--- src/rtl/fc_layer_sequencer.sv ---
// Two-layer fully-connected sequencer: issues data/weight reads, steers the MAC
// through a RD_LAT-deep tag pipeline and packs each finished output into byte
// lanes of the banked E SRAMs (layer 1) or the F SRAM (layer 2).
//
//   state  | meaning
//   -------+-----------------------------------------------------------
//   IDLE   | waiting for start or a pending start
//   RUN1   | layer-1 reads, one per non-stalled cycle
//   DRAIN1 | no reads; waiting for the last layer-1 write
//   RUN2   | layer-2 reads from E
//   DRAIN2 | no reads; waiting for the last layer-2 write
module fc_layer_sequencer #(
    parameter int DATA_ADDR_WIDTH   = 10,
    parameter int WEIGHT_ADDR_WIDTH = 15,
    parameter int LANES             = 4,
    parameter int BANKS             = 5,
    parameter int L1_ROWS           = 40,
    parameter int L1_OUTS           = 500,
    parameter int L2_ROWS           = 25,
    parameter int L2_OUTS           = 10,
    parameter int RD_LAT            = 3
) (
    input  logic                         clk,
    input  logic                         srstn,
    input  logic                         start,
    input  logic                         mem_sel,
    input  logic                         stall,
    output logic                         busy,
    output logic                         layer,
    output logic [1:0]                   rd_src,
    output logic                         rd_en,
    output logic [DATA_ADDR_WIDTH-1:0]   data_raddr,
    output logic [WEIGHT_ADDR_WIDTH-1:0] weight_raddr,
    output logic                         mac_en,
    output logic                         acc_clear,
    output logic [BANKS-1:0]             wr_e_n,
    output logic                         wr_f_n,
    output logic [DATA_ADDR_WIDTH-1:0]   waddr,
    output logic [LANES-1:0]             bytemask,
    output logic                         fc1_done,
    output logic                         fc2_done
);

    localparam int MAX_OUTS = (L1_OUTS > L2_OUTS) ? L1_OUTS : L2_OUTS;
    localparam int J_W      = $clog2(MAX_OUTS + 1);
    localparam int LN_W     = (LANES > 1) ? $clog2(LANES) : 1;
    localparam int BK_W     = (BANKS > 1) ? $clog2(BANKS) : 1;

    typedef enum logic [2:0] {
        IDLE   = 3'd0,
        RUN1   = 3'd1,
        DRAIN1 = 3'd2,
        RUN2   = 3'd3,
        DRAIN2 = 3'd4
    } state_t;

    state_t                      state;
    logic                        pending;
    logic [DATA_ADDR_WIDTH-1:0]  row;
    logic [J_W-1:0]              outj;
    logic [DATA_ADDR_WIDTH-1:0]  row_max;
    logic [J_W-1:0]              out_max;
    logic                        is_first;
    logic                        is_last;
    logic                        is_final;

    logic [RD_LAT-1:0]           p_val;
    logic [RD_LAT-1:0]           p_first;
    logic [RD_LAT-1:0]           p_last;
    logic [RD_LAT-1:0]           p_final;
    logic                        wr_sel;

    logic [LN_W-1:0]             wlane;
    logic [BK_W-1:0]             wbank;
    logic [DATA_ADDR_WIDTH-1:0]  wrow;

    assign row_max  = layer ? DATA_ADDR_WIDTH'(L2_ROWS - 1) : DATA_ADDR_WIDTH'(L1_ROWS - 1);
    assign out_max  = layer ? J_W'(L2_OUTS - 1) : J_W'(L1_OUTS - 1);
    assign is_first = (row == '0);
    assign is_last  = (row == row_max);
    assign is_final = is_last && (outj == out_max);

    // stall only suppresses issue; the tag pipeline keeps moving and carries a bubble
    assign rd_en      = ((state == RUN1) || (state == RUN2)) && !stall;
    assign busy       = (state != IDLE);
    assign data_raddr = row;
    assign mac_en     = p_val[RD_LAT-1];
    assign acc_clear  = p_val[RD_LAT-1] & p_first[RD_LAT-1];
    assign wr_sel     = p_val[RD_LAT-1] & p_last[RD_LAT-1];

    // sequencing FSM with row/output/weight scan counters and start bookkeeping
    always_ff @(posedge clk or negedge srstn) begin
        if (!srstn) begin
            state        <= IDLE;
            pending      <= 1'b0;
            layer        <= 1'b0;
            rd_src       <= 2'd0;
            row          <= '0;
            outj         <= '0;
            weight_raddr <= '0;
        end else begin
            if (start && (state != IDLE)) begin
                pending <= 1'b1;
            end
            case (state)
                IDLE: begin
                    if (start || pending) begin
                        state        <= RUN1;
                        pending      <= 1'b0;
                        layer        <= 1'b0;
                        rd_src       <= mem_sel ? 2'd0 : 2'd1;
                        row          <= '0;
                        outj         <= '0;
                        weight_raddr <= '0;
                    end
                end
                RUN1, RUN2: begin
                    if (!stall) begin
                        // layer-2 weights follow layer-1 weights, so one counter covers both
                        weight_raddr <= weight_raddr + WEIGHT_ADDR_WIDTH'(1);
                        if (is_last) begin
                            row <= '0;
                            if (is_final) begin
                                outj  <= '0;
                                state <= (state == RUN1) ? DRAIN1 : DRAIN2;
                            end else begin
                                outj <= outj + J_W'(1);
                            end
                        end else begin
                            row <= row + DATA_ADDR_WIDTH'(1);
                        end
                    end
                end
                DRAIN1: begin
                    // the final write implies every earlier tag has left the pipeline
                    if (fc1_done) begin
                        state  <= RUN2;
                        layer  <= 1'b1;
                        rd_src <= 2'd2;
                    end
                end
                DRAIN2: begin
                    if (fc2_done) begin
                        state <= IDLE;
                        layer <= 1'b0;
                    end
                end
                default: state <= IDLE;
            endcase
        end
    end

    // read-latency tag pipeline: one slot per cycle, bubbles when no read was issued
    always_ff @(posedge clk or negedge srstn) begin
        if (!srstn) begin
            p_val   <= '0;
            p_first <= '0;
            p_last  <= '0;
            p_final <= '0;
        end else begin
            p_val[0]   <= rd_en;
            p_first[0] <= rd_en & is_first;
            p_last[0]  <= rd_en & is_last;
            p_final[0] <= rd_en & is_final;
            for (int i = 1; i < RD_LAT; i++) begin
                p_val[i]   <= p_val[i-1];
                p_first[i] <= p_first[i-1];
                p_last[i]  <= p_last[i-1];
                p_final[i] <= p_final[i-1];
            end
        end
    end

    // output packing: lane/bank/row counters replace division by LANES and BANKS
    always_ff @(posedge clk or negedge srstn) begin
        if (!srstn) begin
            wr_e_n   <= '1;
            wr_f_n   <= 1'b1;
            waddr    <= '0;
            bytemask <= '0;
            fc1_done <= 1'b0;
            fc2_done <= 1'b0;
            wlane    <= '0;
            wbank    <= '0;
            wrow     <= '0;
        end else begin
            wr_e_n   <= '1;
            wr_f_n   <= 1'b1;
            bytemask <= '0;
            fc1_done <= 1'b0;
            fc2_done <= 1'b0;
            if (wr_sel) begin
                waddr <= wrow;
                for (int l = 0; l < LANES; l++) begin
                    bytemask[LANES-1-l] <= (int'(wlane) == l);
                end
                if (!layer) begin
                    for (int b = 0; b < BANKS; b++) begin
                        wr_e_n[b] <= (int'(wbank) != b);
                    end
                    fc1_done <= p_final[RD_LAT-1];
                end else begin
                    wr_f_n   <= 1'b0;
                    fc2_done <= p_final[RD_LAT-1];
                end
                if (p_final[RD_LAT-1]) begin
                    wlane <= '0;
                    wbank <= '0;
                    wrow  <= '0;
                end else if (wlane == LN_W'(LANES - 1)) begin
                    wlane <= '0;
                    // F is a single bank, so layer 2 advances the row on every lane wrap
                    if (layer || (wbank == BK_W'(BANKS - 1))) begin
                        wbank <= '0;
                        wrow  <= wrow + DATA_ADDR_WIDTH'(1);
                    end else begin
                        wbank <= wbank + BK_W'(1);
                    end
                end else begin
                    wlane <= wlane + LN_W'(1);
                end
            end
        end
    end

endmodule
--- config.mk ---
export PLATFORM = sky130hd
export DESIGN_NAME = fc_layer_sequencer
export DESIGN_NICKNAME = d
export VERILOG_FILES = /design/src/rtl/fc_layer_sequencer.sv
export SDC_FILE = /design/constraint.sdc
export NUM_CORES = 1
export LEC_CHECK = 0
export BUFFER_PORTS_ARGS = -buffer_cell sky130_fd_sc_hd__buf_2
export CAP_MARGIN = 0
export CORE_MARGIN = 8
export CORE_UTILIZATION = 30
export CTS_CLUSTER_SIZE = 30
export DETAILED_ROUTE_END_ITERATION = 6
export SETUP_SLACK_MARGIN = 0.15
export SYNTH_ARGS = -nofsm -noshare
export SYNTH_HDL_FRONTEND = slang
export SYNTH_SLANG_ARGS = --single-unit
--- constraint.sdc ---
create_clock -name clk -period 2.3 [get_ports clk]
set_input_delay 0.115 -clock clk [delete_from_list [all_inputs] [get_ports clk]]
set_output_delay 0.115 -clock clk [all_outputs]
set_load 0.05 [all_outputs]
==> flow_results.org, run 1 <==
** STA
- The number of pins with negative max-slew slack in the final report came to 0.
- The smallest clock period supported by the final layout is computed as 2.283 ns.
- Worst clock skew :: 0.006225 ns
- Setup-violating endpoint count in the final report :: 0
- Maximum clock frequency :: 0.4380 GHz
- After layout, the worst setup slack is 0.01674 ns.
- In the finished design, the share of the clock period the worst path needs comes to 99.27%.
- At the pin with the least slew margin, the transition time is 0.6285 ns.
- RSZ-0062 raised after global routing :: yes
- Setup tns final :: 0 ns
- The number of hold violations in the final report came to 0.
- Max transition margin :: 58.00%

** Final layout
- Counting the fill cells in the layout gives 1371.
- The number of antenna diodes in the final layout is 0.
- Final net count :: 505
- Compared with the post-synthesis result, the final layout area differs by 23.79%.
- Of the cells placed in the final design, the portion with a size suffix greater than 1 is 28.92%.

** Worst setup path
- The critical path goes through or4_4 -> or3_4 -> or3_4 -> or4_1 -> nand3_1.
- For the worst setup path, the data required time is 2.58 ns.
- WS Path Type :: register to register
- Critical path's slowest cell :: or4_4
- The most numerous cell type found on the critical path is or3_4.
- Along the worst path, the maximum fanout reaches 3.
- STA puts the critical path data arrival time at 2.57 ns.
- In this design, the stage delay of the slowest critical-path cell is 0.55 ns.
- Sort of element at the end of the critical path :: register
- Setup crit start kind :: register

** Synthesis
- Synth Warn # :: 0
- The synthesized netlist devotes 4.741% of its cell area to XOR and XNOR gates.
- Mux cell area share after synthesis :: 3.651%
- Of the total synthesized cell area, the portion taken by AND, OR, NAND and NOR gates is 22.26%.
- Synthesis inferred 90 register bits.
- Post-synth top area cell :: dfrtp_1
- EDFF count, synth :: 0
- Averaged over all synthesized cells, the footprint is 10.52 um2.
- The share of the Yosys chip area taken by registers is 53.18%.
- Area share of the largest cell type after synthesis :: 49.47%
- The cell count after synthesis came out at 404.
- Combined area of all synthesized cells :: 0.004249 mm2
- Synthesized-area fraction occupied by adder cells :: 4.122%
- Complex-gate fraction of the synthesized area :: 8.598%
- Counting every net in the synthesized netlist gives 423.
- In the synthesized netlist the async set-or-reset flop fraction comes to 100.0%.
- Among all flip-flop cells after synthesis, the most frequent one is dfrtp_1.
- In this run, distinct cell masters in the synthesized netlist total 56.
- Most area-consuming cells after synthesis :: dfrtp_1, ha_1, dfstp_2, xnor2_1, nor2_1
- After synthesis, the largest family of logic cells by area is simple AND/OR/NAND/NOR gates.

** Power and ir drop
- Of the total power, combinational logic draws 24.8%.
- Of the total power, the share spent switching nets is 35.51%.
- NetSw :: 0.001623 W
- Of the total power, the clock network draws 33.4%.
- Power spread over the standard cell area amounts to 869.1 mW/mm2.
- The internal portion of the total power is 0.002948 W.
- Flop pwr share :: 41.7%
- Leakage power figure :: 2.440 nW
- Summing internal, switching and leakage power gives 0.004571 W.
- Across the VDD grid, the largest voltage drop is 0.5647 mV.

** Route
- The routed design has 10040 um of wire.
- In this run the remaining antenna-violating nets after routing total 0.
- After detailed routing, the number of remaining DRC violations is 0.
- Count of routing violations after the opening detailed-route iteration :: 206
- The first TritonRoute pass finished after 4 iterations.
- Vias per Instance :: 4.934
- Detailed routing inserted a total of 3311 vias.
- Average wire per cell in the routed design :: 14.96 um

** Clocking
- The tree is rooted in a clkbuf_16.
- The number of clock buffers added by TritonCTS is 9.
- The clock net in this run drives a total of 90 sinks.
- TritonCTS built the clock tree.
- In this run the deepest clock path goes through 2 buffers.
- The clock reaches the later pin of the worst-skew pair after 0.35 ns.
- Clock-pin slew on the worst setup and hold paths :: 0.07 ns
- Maximum level of the CTS H-tree :: 3

** Floorplan
- Measured along the y axis, the die boundary spans 135.0 um.
- Die X :: 135.0 um
- The die covers 0.01823 mm2.
- Effective utilization at floorplan :: 30.61%
- Number of top-level pins :: 59
- Placement Rows :: 43
- The total area inside the core boundary comes to 0.01388 mm2.

** Placed design
- Pre-CTS setup slack :: 0.0009881 ns
- Gpl congestion :: 0.8382
- Port Buf Inserts :: 58
- Summed over all nets, the half-perimeter wirelength after detailed placement is 7194 um.

** Global routing
- The first global-routing pass estimated 17080 um of wire.
- Overflow left after global routing :: 0
- The via count of the first global-routing pass was 3361.
- Entering global routing, the biggest net connects 47 pins.
- The number of antenna violations at the first check in global routing is 0.
- Global routing consumed, over all layers together, 11.65% of the routing resources.

** Outcome
- Run status :: complete, no violations

** Hold path
- Path class of the lowest-slack min-delay path :: input pin to register

** Flow run
- Max-cap violations in this run came to 0.
[cell type report]
cell class,count,area [um2],area share [%]
Tap cell,180,225.2,4.282
Clock inverter,7,82.58,1.570
Sequential cell,90,2267,43.10
Clock buffer,9,225.2,4.282
Timing Repair Buffer,86,510.5,9.705
Multi-Input combinational cell,285,1897,36.06
Inverter,14,52.55,0.9990
[registers in the layout, indices dropped and copies added, names as in the netlist, 2 cells and up]
register / count
weight_raddr: 15
data_raddr: 10
waddr: 10
wrow: 10
outj: 9
wr_e_n: 5
bytemask: 4
p_final: 3
p_first: 3
p_last: 3
p_val: 3
state: 3
wbank: 3
rd_src: 2
wlane: 2
[power groups by stage]
stage	logic, W	registers, W	clock network (W)
2_1_floorplan	0.000380	0.00231	0
3_3_place_gp	0.00111	0.00192	0
3_5_place_dp	0.00112	0.00193	0
4_1_cts	0.00113	0.00191	0.00159
5_1_grt	0.00123	0.00194	0.00164
6_report	0.00113	0.00191	0.00153
[routing by layer]
layer / wire length [um] / up-vias / GRT usage, %
met4: 228 / 0 / 4.750
met1: 4483 / 1618 / 14.17
met5: 0 / - / 0
met2: 4753 / 83 / 18.63
met3: 572 / 16 / 3.789
li1: - / 1594 / -
[repair_timing]
item / in CTS / in global routing
hold endpoints to repair: 39 / 0
hold buffers: 3 / 0
endpoints found under the setup margin: 6 / 15
buffers inserted: 0 / 3
resized for setup: 0 / 7
pin swaps: 2 / 4
[stage by stage]
| step | area, um2 | utilization, % | hold WS (ns) | cells |
|---|---|---|---|---|
| 5_1_grt | 5260 | 37.89 | 0.04458 | 671 |
| 6_report | 5260 | 37.89 | 0.03577 | 671 |
| 3_3_place_gp | 4865 | 35.05 | 0.1553 | 649 |
| 2_1_floorplan | 4275 | - | -0.1806 | 404 |
| 4_1_cts | 5202 | 37.48 | 0.02301 | 668 |
| 3_5_place_dp | 4865 | 35.05 | 0.1573 | 649 |
[cells by family after synthesis]
kind of cell / count (synthesis)
flops: 90
simple gates: 178
buf+inv: 29
compound gates: 56
mux: 14
fa+ha+maj: 14
xor+xnor: 23
[critical path, delay by kind of cell (launching register included)]
kind / cells / cell delay, ns
flops: 1 / 0.40
simple gates: 5 / 1.81
[placed cells by master, fill, tap and decap left out, types with 12 or more instances in the layout]
cell,Yosys,layout
buf_2,0,57
ha_1,14,14
nand2_1,35,35
nand3_1,19,18
inv_1,14,14
buf_4,0,26
xnor2_1,18,18
dfrtp_1,84,78
mux2_2,12,12
o21ai_0,22,22
nor2_1,40,38
[final timing paths]
kind                               start            end  slack [ns]  cells past startpoint
min reg2reg                     p_val[1]       p_val[2]        0.35                      0
min in group asynchronous          srstn       wbank[2]        0.30                      2
min                                stall     p_final[0]        0.04                      2
max reg2reg                data_raddr[8]        outj[7]        0.02                      5
max                        data_raddr[8]        outj[7]        0.02                      5
max in group asynchronous          srstn  data_raddr[7]        1.29                      3
[cells in the mapped netlist, drive strengths merged (2+ instances only)]
master,count
o31ai,2
a211oi,2
inv,14
nand4b,2
a311oi,2
clkbuf,14
and3,12
nand4,10
nor2b,3
dfstp,6
dfrtp,84
nor3,10
nor4,9
mux2,12
xnor2,18
o31a,2
o2111ai,2
ha,14
xor2,5
and2,4
o21a,3
nor2,40
nand3,19
nand2b,6
or4,3
mux2i,2
or2,2
nand3b,2
o21ai,22
a2111oi,2
a21oi,8
nor4b,7
nand2,35
or3,10
Note: power is estimated with default switching activity, not from simulation.
==> run 2, diff against run 1 <==
--- a/config.mk
+++ b/config.mk
@@ -7,11 +7,12 @@
 export LEC_CHECK = 0
 export BUFFER_PORTS_ARGS = -buffer_cell sky130_fd_sc_hd__buf_2
 export CAP_MARGIN = 0
-export CORE_MARGIN = 8
+export CORE_MARGIN = 5
 export CORE_UTILIZATION = 30
 export CTS_CLUSTER_SIZE = 30
 export DETAILED_ROUTE_END_ITERATION = 6
 export SETUP_SLACK_MARGIN = 0.15
+export SLEW_MARGIN = 20
 export SYNTH_ARGS = -nofsm -noshare
 export SYNTH_HDL_FRONTEND = slang
 export SYNTH_SLANG_ARGS = --single-unit
==> run 2 against run 1 <==
Global-route usage grew 0.65 points. Clock power shrank 3%. Via count decreased by 1.1%. Fmax down 0.25%. Utilization shrank 0.24 points. Register-to-register slack hardly changed. Sequential share of layout area grew 0.28 points. Setup slack lost 0.0057 ns. Clock skew shrank 0.0023 ns. Non-clock buffer count is 6 lower. Die area is 8.7% lower. Critical path type unchanged. Largest power group unchanged.
==> flow_results.org, run 2 (same netlist as run 1, synthesis figures left out) <==
** Outcome
- Run status: complete, no violations (unchanged).

** Clocking
- The number of buffers added by the clock tree synthesis step came to 9 (unchanged).
- Buffers from clock root to sink, at most :: 2 (unchanged)
- The register clock-pin slew on the reported worst setup and hold paths is 0.06 ns (was 0.07 ns).
- The post-CTS setup-driven buffer insertion count is 0 (unchanged).
- Clock tree from TritonCTS :: yes (unchanged)
- The number of clock sinks came to 90 (unchanged).
- The clock insertion delay at the later pin of the skew report came to 0.34 ns (was 0.35 ns).
- Clock root cell :: clkbuf_16 (unchanged)
- The CTS H-tree depth came to 3 (unchanged).

** Hold path
- Path class of the lowest-slack min-delay path :: input pin to register (unchanged)
- Worst hold start :: stall (unchanged)

** Final layout
- The count of nets after finishing was 499 (was 505).
- The synthesis-to-finish area growth came to 23.00% (was 23.79%).
- The largest register by flop count is weight_raddr (unchanged).
- The count of non-filler cells in the finished layout was 665 (was 671).
- Largest register FFs :: 15 (unchanged)
- Fill cell total of the finished layout :: 1391 (was 1371)
- The layout cell share with drive strength beyond 1 came to 28.25% (was 28.92%).
- The area occupied by multi-input gates is 0.001897 mm2 (unchanged).
- The storage element area is 0.002267 mm2 (unchanged).
- Most frequent standard cell in the layout excluding fill and tap cells :: dfrtp_1 (unchanged)
- The number of antenna repair diodes came to 0 (unchanged).
- Most frequent cells in the layout: dfrtp_1, buf_2, nor2_1 (unchanged).
- Layout Cell Area excl Fill :: 0.005226 mm2 (was 0.005260 mm2)

** STA
- Setup-violating endpoint count in the final report :: 0 (unchanged)
- RSZ-0062 raised after global routing :: yes (unchanged)
- Max transition margin :: 55.13% (was 58.00%)
- Number of slew-limit violations in the final report :: 0 (unchanged)
- The maximum clock frequency is 0.4369 GHz (was 0.4380 GHz).
- Worst clock skew :: 0.003974 ns (was 0.006225 ns)
- The final period demand of the worst path was 2.289 ns (was 2.283 ns).
- Worst Tran Pin Value :: 0.6715 ns (was 0.6285 ns)
- The number of hold violations in the final report is 0 (unchanged).
- The post-route clock period utilization is 99.52% (was 99.27%).

** Worst setup path
- The worst-path maximum fanout was 4 (was 3).
- Source of the critical timing path :: data_raddr[8] (unchanged)
- Critical path's largest stage delay :: 0.55 ns (about the same)
- Setup crit start kind :: register (unchanged)
- The slowest cell on the critical path is or4_4 (unchanged).
- Critical Path AT :: 2.57 ns (about the same)
- Critical register-to-register path startpoint :: data_raddr[8] (unchanged)
- Most common cell on crit path :: or3_4 (unchanged)
- Critical Path, Cell by Cell: or4_4 -> or3_4 -> or3_4 -> or4_1 -> nand3_1 (unchanged).
- The critical setup path kind was register to register (unchanged).
- The register-to-register setup slack came to 0.01 ns (was 0.02 ns).
- The worst path buffer plus inverter count was 0 (unchanged).
- The kind of cell with the highest combined delay on the critical path was simple AND/OR/NAND/NOR gates (unchanged).
- The critical path data required time was 2.58 ns (about the same).
- The critical path endpoint category is a register (unchanged).

** Placed design
- Count of placed standard cells including taps :: 646 (was 649)
- The post-place instance area came to 0.004855 mm2 (was 0.004865 mm2).
- The final weighted congestion in routability-driven placement came to 0.9119 (was 0.8382).
- The post-detailed-placement half-perimeter wirelength was 6932 um (was 7194 um).
- The number of buffers added on ports came to 58 (unchanged).

** Global routing
- The wire length of the first global-routing pass came to 16460 um (was 17080 um).
- The via count of the first global-routing pass was 3364 (was 3361).
- The number of antenna violations at the first check in global routing came to 0 (unchanged).
- Overflow left after global routing :: 0 (unchanged)
- The overall routing resource usage is 12.30% (was 11.65%).
- The largest net degree at the start of global routing came to 51 (was 47).

** Floorplan
- The width of the chip was 129.0 um (was 135.0 um).
- The vertical die dimension was 129.0 um (was 135.0 um).
- The I/O pin count is 59 (unchanged).
- Core Box Area :: 0.01388 mm2 (unchanged)
- The standard-cell row count was 43 (unchanged).
- The starting density of the core was 30.61% (unchanged).
- The floorplan die area is 0.01664 mm2 (was 0.01823 mm2).

** Route
- Via count :: 3276 (was 3311)
- The remaining antenna violation count after routing was 0 (unchanged).
- Total iterations of the first detailed-routing run :: 4 (unchanged)
- The post-detailed-route DRC marker count is 0 (unchanged).
- The via-per-instance ratio is 4.926 (was 4.934).
- Average wire per cell in the routed design :: 14.51 um (was 14.96 um)
- The aggregate routed wire length is 9652 um (was 10040 um).
- The number of design-rule violations left by the first detailed-router iteration was 165 (was 206).

** Power and ir drop
- Total power per unit cell area :: 862.5 mW/mm2 (was 869.1 mW/mm2)
- The worst ir drop on vdd is 0.5603 mV (was 0.5647 mV).
- The static power due to leakage was 2.405 nW (was 2.440 nW).
- Overall Power :: 0.004507 W (was 0.004571 W)

** Flow run
- Max_cap viols :: 0 (unchanged)
[run 2: metal layers]
layer / vias up / track usage (%) / part of all wire [%]
li1: 1588 / - / -
met1: 1601 / 15.58 / 46
met2: 79 / 19.73 / 48
met3: 8 / 3.875 / 5.0
met4: 0 / 4.694 / 0.94
met5: - / 0 / 0
[run 2: final cells by class]
| class | count | share of cell area, % |
|---|---|---|
| clock inverters | 5 | 1.221 |
| clock buffers | 11 | 4.644 |
| repair buffers | 80 | 9.145 |
| flip-flops and latches | 90 | 43.38 |
| multi-input cells | 285 | 36.29 |
| inverters | 14 | 1.006 |
| well taps | 180 | 4.309 |
[run 2: path summary, 6_finish.rpt]
kind / endpoint / cells after the start
min: p_final[0] / 2
min reg2reg: p_last[2] / 0
max reg2reg: outj[7] / 5
max in group asynchronous: wr_e_n[0] / 3
max: outj[7] / 5
min in group asynchronous: p_first[2] / 2
[run 2: power breakdown]
part	internal, W	switching [W]	total (W)
combinational	0.000339	0.000766	0.00111
clock	0.000877	0.000612	0.00149
sequential	0.00173	0.000180	0.00191
[run 2: worst reg2reg max path: stages, from the launching register on]
cell	delay, ns
dfrtp_2	0.40
or4_4	0.55
or3_4	0.35
or3_4	0.39
or4_1	0.47
nand3_1	0.08
[run 2: through the flow]
step | hold slack, ns | worst slack [ns] | setup TNS (ns) | util (%)
2_1_floorplan | -0.1806 | -0.1253 | -0.2490 | -
3_3_place_gp | 0.1475 | 0.01812 | 0 | 34.97
3_5_place_dp | 0.1505 | -0.006543 | -0.006543 | 34.97
4_1_cts | 0.02716 | 0.003763 | 0 | 37.44
5_1_grt | 0.04658 | -0.04804 | -0.1292 | 37.65
6_report | 0.04731 | 0.01108 | 0 | 37.65
[run 2: timing repair]
action,in CTS,in global routing
pin swaps,1,0
hold endpoints to repair,42,0
setup endpoints to repair,5,9
hold buffers,3,0
resized for setup,1,6
==> run 3, diff against run 2 <==
--- a/config.mk
+++ b/config.mk
@@ -12,6 +12,7 @@
 export CTS_CLUSTER_SIZE = 30
 export DETAILED_ROUTE_END_ITERATION = 6
 export SETUP_SLACK_MARGIN = 0.15
+export SKIP_LAST_GASP = 1
 export SLEW_MARGIN = 20
 export SYNTH_ARGS = -nofsm -noshare
 export SYNTH_HDL_FRONTEND = slang
==> constraint.sdc (replaced) <==
create_clock -name clk -period 2.3 [get_ports clk]
set_input_delay 0.46 -clock clk [delete_from_list [all_inputs] [get_ports clk]]
set_output_delay 0.46 -clock clk [all_outputs]
set_load 0.05 [all_outputs]
==> run 3 against run 2 <==
The run now ends with negative setup slack left. Critical path type unchanged. Combinational power about the same. Sequential power about the same. Critical path depth unchanged. Total power decreased by 1.4%. Critical endpoint unchanged. Clock-buffer cell count decreased by 2.
==> flow_results.org, run 3 (same netlist as run 1, synthesis figures left out) <==
** Worst setup path
- The worst-path maximum fanout came to 4 (unchanged).
- Sort of element at the end of the critical path :: register (unchanged)
- The path depth of the worst reg2reg path was 5 (unchanged).
- The slowest cell on the critical path is or4_4 (unchanged).
- The worst path buffer plus inverter count was 0 (unchanged).
- Critical Path, Cell by Cell: or4_4 -> or3_4 -> or3_4 -> or4_4 -> nand3_2 (was or4_4 -> or3_4 -> or3_4 -> or4_1 -> nand3_1).
- The critical path data required time was 2.59 ns (was 2.58 ns).
- The endpoint arrival time on the critical path was 2.61 ns (was 2.57 ns).
- The depth of the critical timing path with buffers and inverters included is 5 (unchanged).
- Cell family with the largest share of critical-path delay :: simple AND/OR/NAND/NOR gates (unchanged)
- The longest individual stage delay on the worst path was 0.57 ns (was 0.55 ns).
- Setup crit start kind :: register (unchanged)
- WS Path Type :: register to register (unchanged)

** Final layout
- The layout cell share with drive strength beyond 1 was 30.31% (was 28.25%).
- Most frequent cells in the layout :: dfrtp_1, buf_2, nor2_1 (unchanged)
- The count of non-filler cells in the finished layout is 665 (unchanged).
- Final net count :: 499 (unchanged)
- The design area is 0.005253 mm2 (was 0.005226 mm2).
- Register with the highest flop count :: weight_raddr (unchanged)
- The synthesis-to-finish area growth came to 23.62% (was 23.00%).
- The count of filler cells inserted in the layout was 1374 (was 1391).
- The number of antenna repair diodes is 0 (unchanged).
- Most frequent standard cell in the layout excluding fill and tap cells :: dfrtp_1 (unchanged)
- The number of flip-flops in the largest register came to 15 (unchanged).

** Floorplan
- Die area :: 0.01664 mm2 (unchanged)
- The vertical die dimension came to 129.0 um (unchanged).
- The I/O pin count came to 59 (unchanged).
- Placement Rows :: 43 (unchanged)
- The core box area was 0.01388 mm2 (unchanged).
- Die X :: 129.0 um (unchanged)
- Effective utilization at floorplan :: 30.61% (unchanged)

** STA
- Maximum clock frequency :: 0.4302 GHz (was 0.4369 GHz)
- The worst hold-check slack was 0.07648 ns (was 0.04731 ns).
- Worst clock skew :: 0.008289 ns (was 0.003974 ns)
- Setup-violating endpoint count in the final report :: 2 (was 0)
- The post-route clock period utilization came to 101.1% (was 99.52%).
- The number of pins with negative max-slew slack in the final report is 0 (unchanged).
- The final worst slack came to -0.02440 ns (was 0.01108 ns).
- The final period demand of the worst path was 2.324 ns (was 2.289 ns).
- The pin slew with the least headroom to its limit came to 0.6229 ns (was 0.6715 ns).
- The worst relative slew slack was 58.37% (was 55.13%).
- RSZ-0062 raised after global routing: yes (unchanged).
- Final Hold Viols :: 0 (unchanged)

** Placed design
- Detailed Place HPWL :: 6743 um (was 6932 um)
- The count of placed standard cells including taps was 646 (unchanged).
- Pre-CTS setup slack :: -0.02947 ns (was -0.006543 ns)
- The number of buffers added on ports came to 58 (unchanged).
- The post-place instance area was 0.004855 mm2 (unchanged).
- Gpl congestion :: 0.8366 (was 0.9119)

** Power and ir drop
- The worst ir drop on vdd came to 0.5286 mV (was 0.5603 mV).
- Overall Power :: 0.004443 W (was 0.004507 W)
- The static power due to leakage came to 2.414 nW (was 2.405 nW).
- Total power per unit cell area :: 845.8 mW/mm2 (was 862.5 mW/mm2)

** Global routing
- Global-route wire length before repair :: 16170 um (was 16460 um)
- The largest net degree at the start of global routing is 55 (was 51).
- Vias in the first global route :: 3204 (was 3364)
- Total routing usage reported by global routing :: 12.22% (was 12.30%)
- The remaining global-route overflow was 0 (unchanged).
- Antenna violations before repair :: 0 (unchanged)

** Outcome
- Violated checks :: negative setup slack
- Run status: finished, violations left (was complete, no violations).

** Flow run
- The max-cap check violation count came to 0 (unchanged).

** Route
- The routed wirelength normalized by instance count came to 14.59 um (was 14.51 um).
- The remaining antenna violation count after routing is 0 (unchanged).
- Via count :: 3300 (was 3276)
- The via-per-instance ratio was 4.962 (was 4.926).
- The aggregate routed wire length is 9702 um (was 9652 um).
- The post-detailed-route DRC marker count is 0 (unchanged).
- Total iterations of the first detailed-routing run :: 4 (unchanged)
- Count of routing violations after the opening detailed-route iteration :: 227 (was 165)

** Clocking
- Maximum level of the CTS H-tree :: 3 (unchanged)
- Number of buffers added to fix hold violations after cts :: 0 (was 3)
- The CTS tree is yes (unchanged).
- Buffers from clock root to sink, at most :: 2 (unchanged)
- Clock latency on the worst-skew pair :: 0.35 ns (was 0.34 ns)
- Clock root cell :: clkbuf_16 (unchanged)
- The number of buffers added by the clock tree synthesis step is 9 (unchanged).
- The register clock-pin slew on the reported worst setup and hold paths is 0.07 ns (was 0.06 ns).
- Sink Count :: 90 (unchanged)

** Hold path
- The type of the most critical hold path was input pin to asynchronous set/reset pin (was input pin to register).
[run 3: cell count changes in the layout (fill, tap and decap cells not counted), sizes merged]
| cell | previous run | this run |
|---|---|---|
| buf | 77 | 79 |
| clkbuf | 11 | 10 |
| dlygate4sd3 | 3 | 0 |
| inv | 14 | 18 |
| bufinv | 1 | 0 |
| clkinv | 3 | 2 |
[run 3: what timing repair did]
action / CTS / global route
setup endpoints to repair: 5 / 15
gates resized for setup: 2 / 18
endpoints found under the hold margin: 0 / 0
setup buffers: 2 / 1
pin swaps: 2 / 4
[run 3: metrics by stage]
step | util [%] | setup TNS (ns)
final | 37.84 | -0.02694
after global routing | 37.84 | -0.1104
after CTS | 37.17 | -0.01843
after detailed placement | 34.97 | -0.02947
after global placement | 34.97 | 0
after floorplan | - | -0.2490
[run 3: final timing paths]
check	start	end	slack, ns
max	data_raddr[8]	outj[7]	-0.02
min	srstn	wrow[1]	0.08
max reg2reg	data_raddr[8]	outj[7]	-0.02
min reg2reg	p_final[1]	p_final[2]	0.35
max in group asynchronous	srstn	data_raddr[7]	1.56
min in group clk	mem_sel	rd_src[0]	0.28
[run 3: report_power, final]
part	total (W)	internal (W)	switching, W
Sequential	0.00191	0.00173	0.000180
Combinational	0.00113	0.000344	0.000783
Clock	0.00140	0.000747	0.000655
Total	0.00444	0.00282	0.00162
[run 3: final cells by class]
cell class | count | area, um2 | area share (%)
Clock inverter | 7 | 56.30 | 1.072
Clock buffer | 9 | 225.2 | 4.288
Inverter | 14 | 52.55 | 1.000
Multi-Input combinational cell | 285 | 1953 | 37.18
Timing Repair Buffer | 80 | 473.0 | 9.004
Sequential cell | 90 | 2267 | 43.16
Tap cell | 180 | 225.2 | 4.288
[run 3: worst register-to-register path: stages (launching register included)]
cell,delay [ns]
dfrtp_2,0.41
or4_4,0.57
or3_4,0.35
or3_4,0.38
or4_4,0.50
nand3_2,0.07
[run 3: layer usage]
layer	track usage (%)	share of wire (%)	vias to the layer above
met1	16.34	44	1605
met5	0	0	-
met4	4.571	1.6	0
met2	19.02	49	91
met3	3.339	5.4	12
li1	-	-	1592
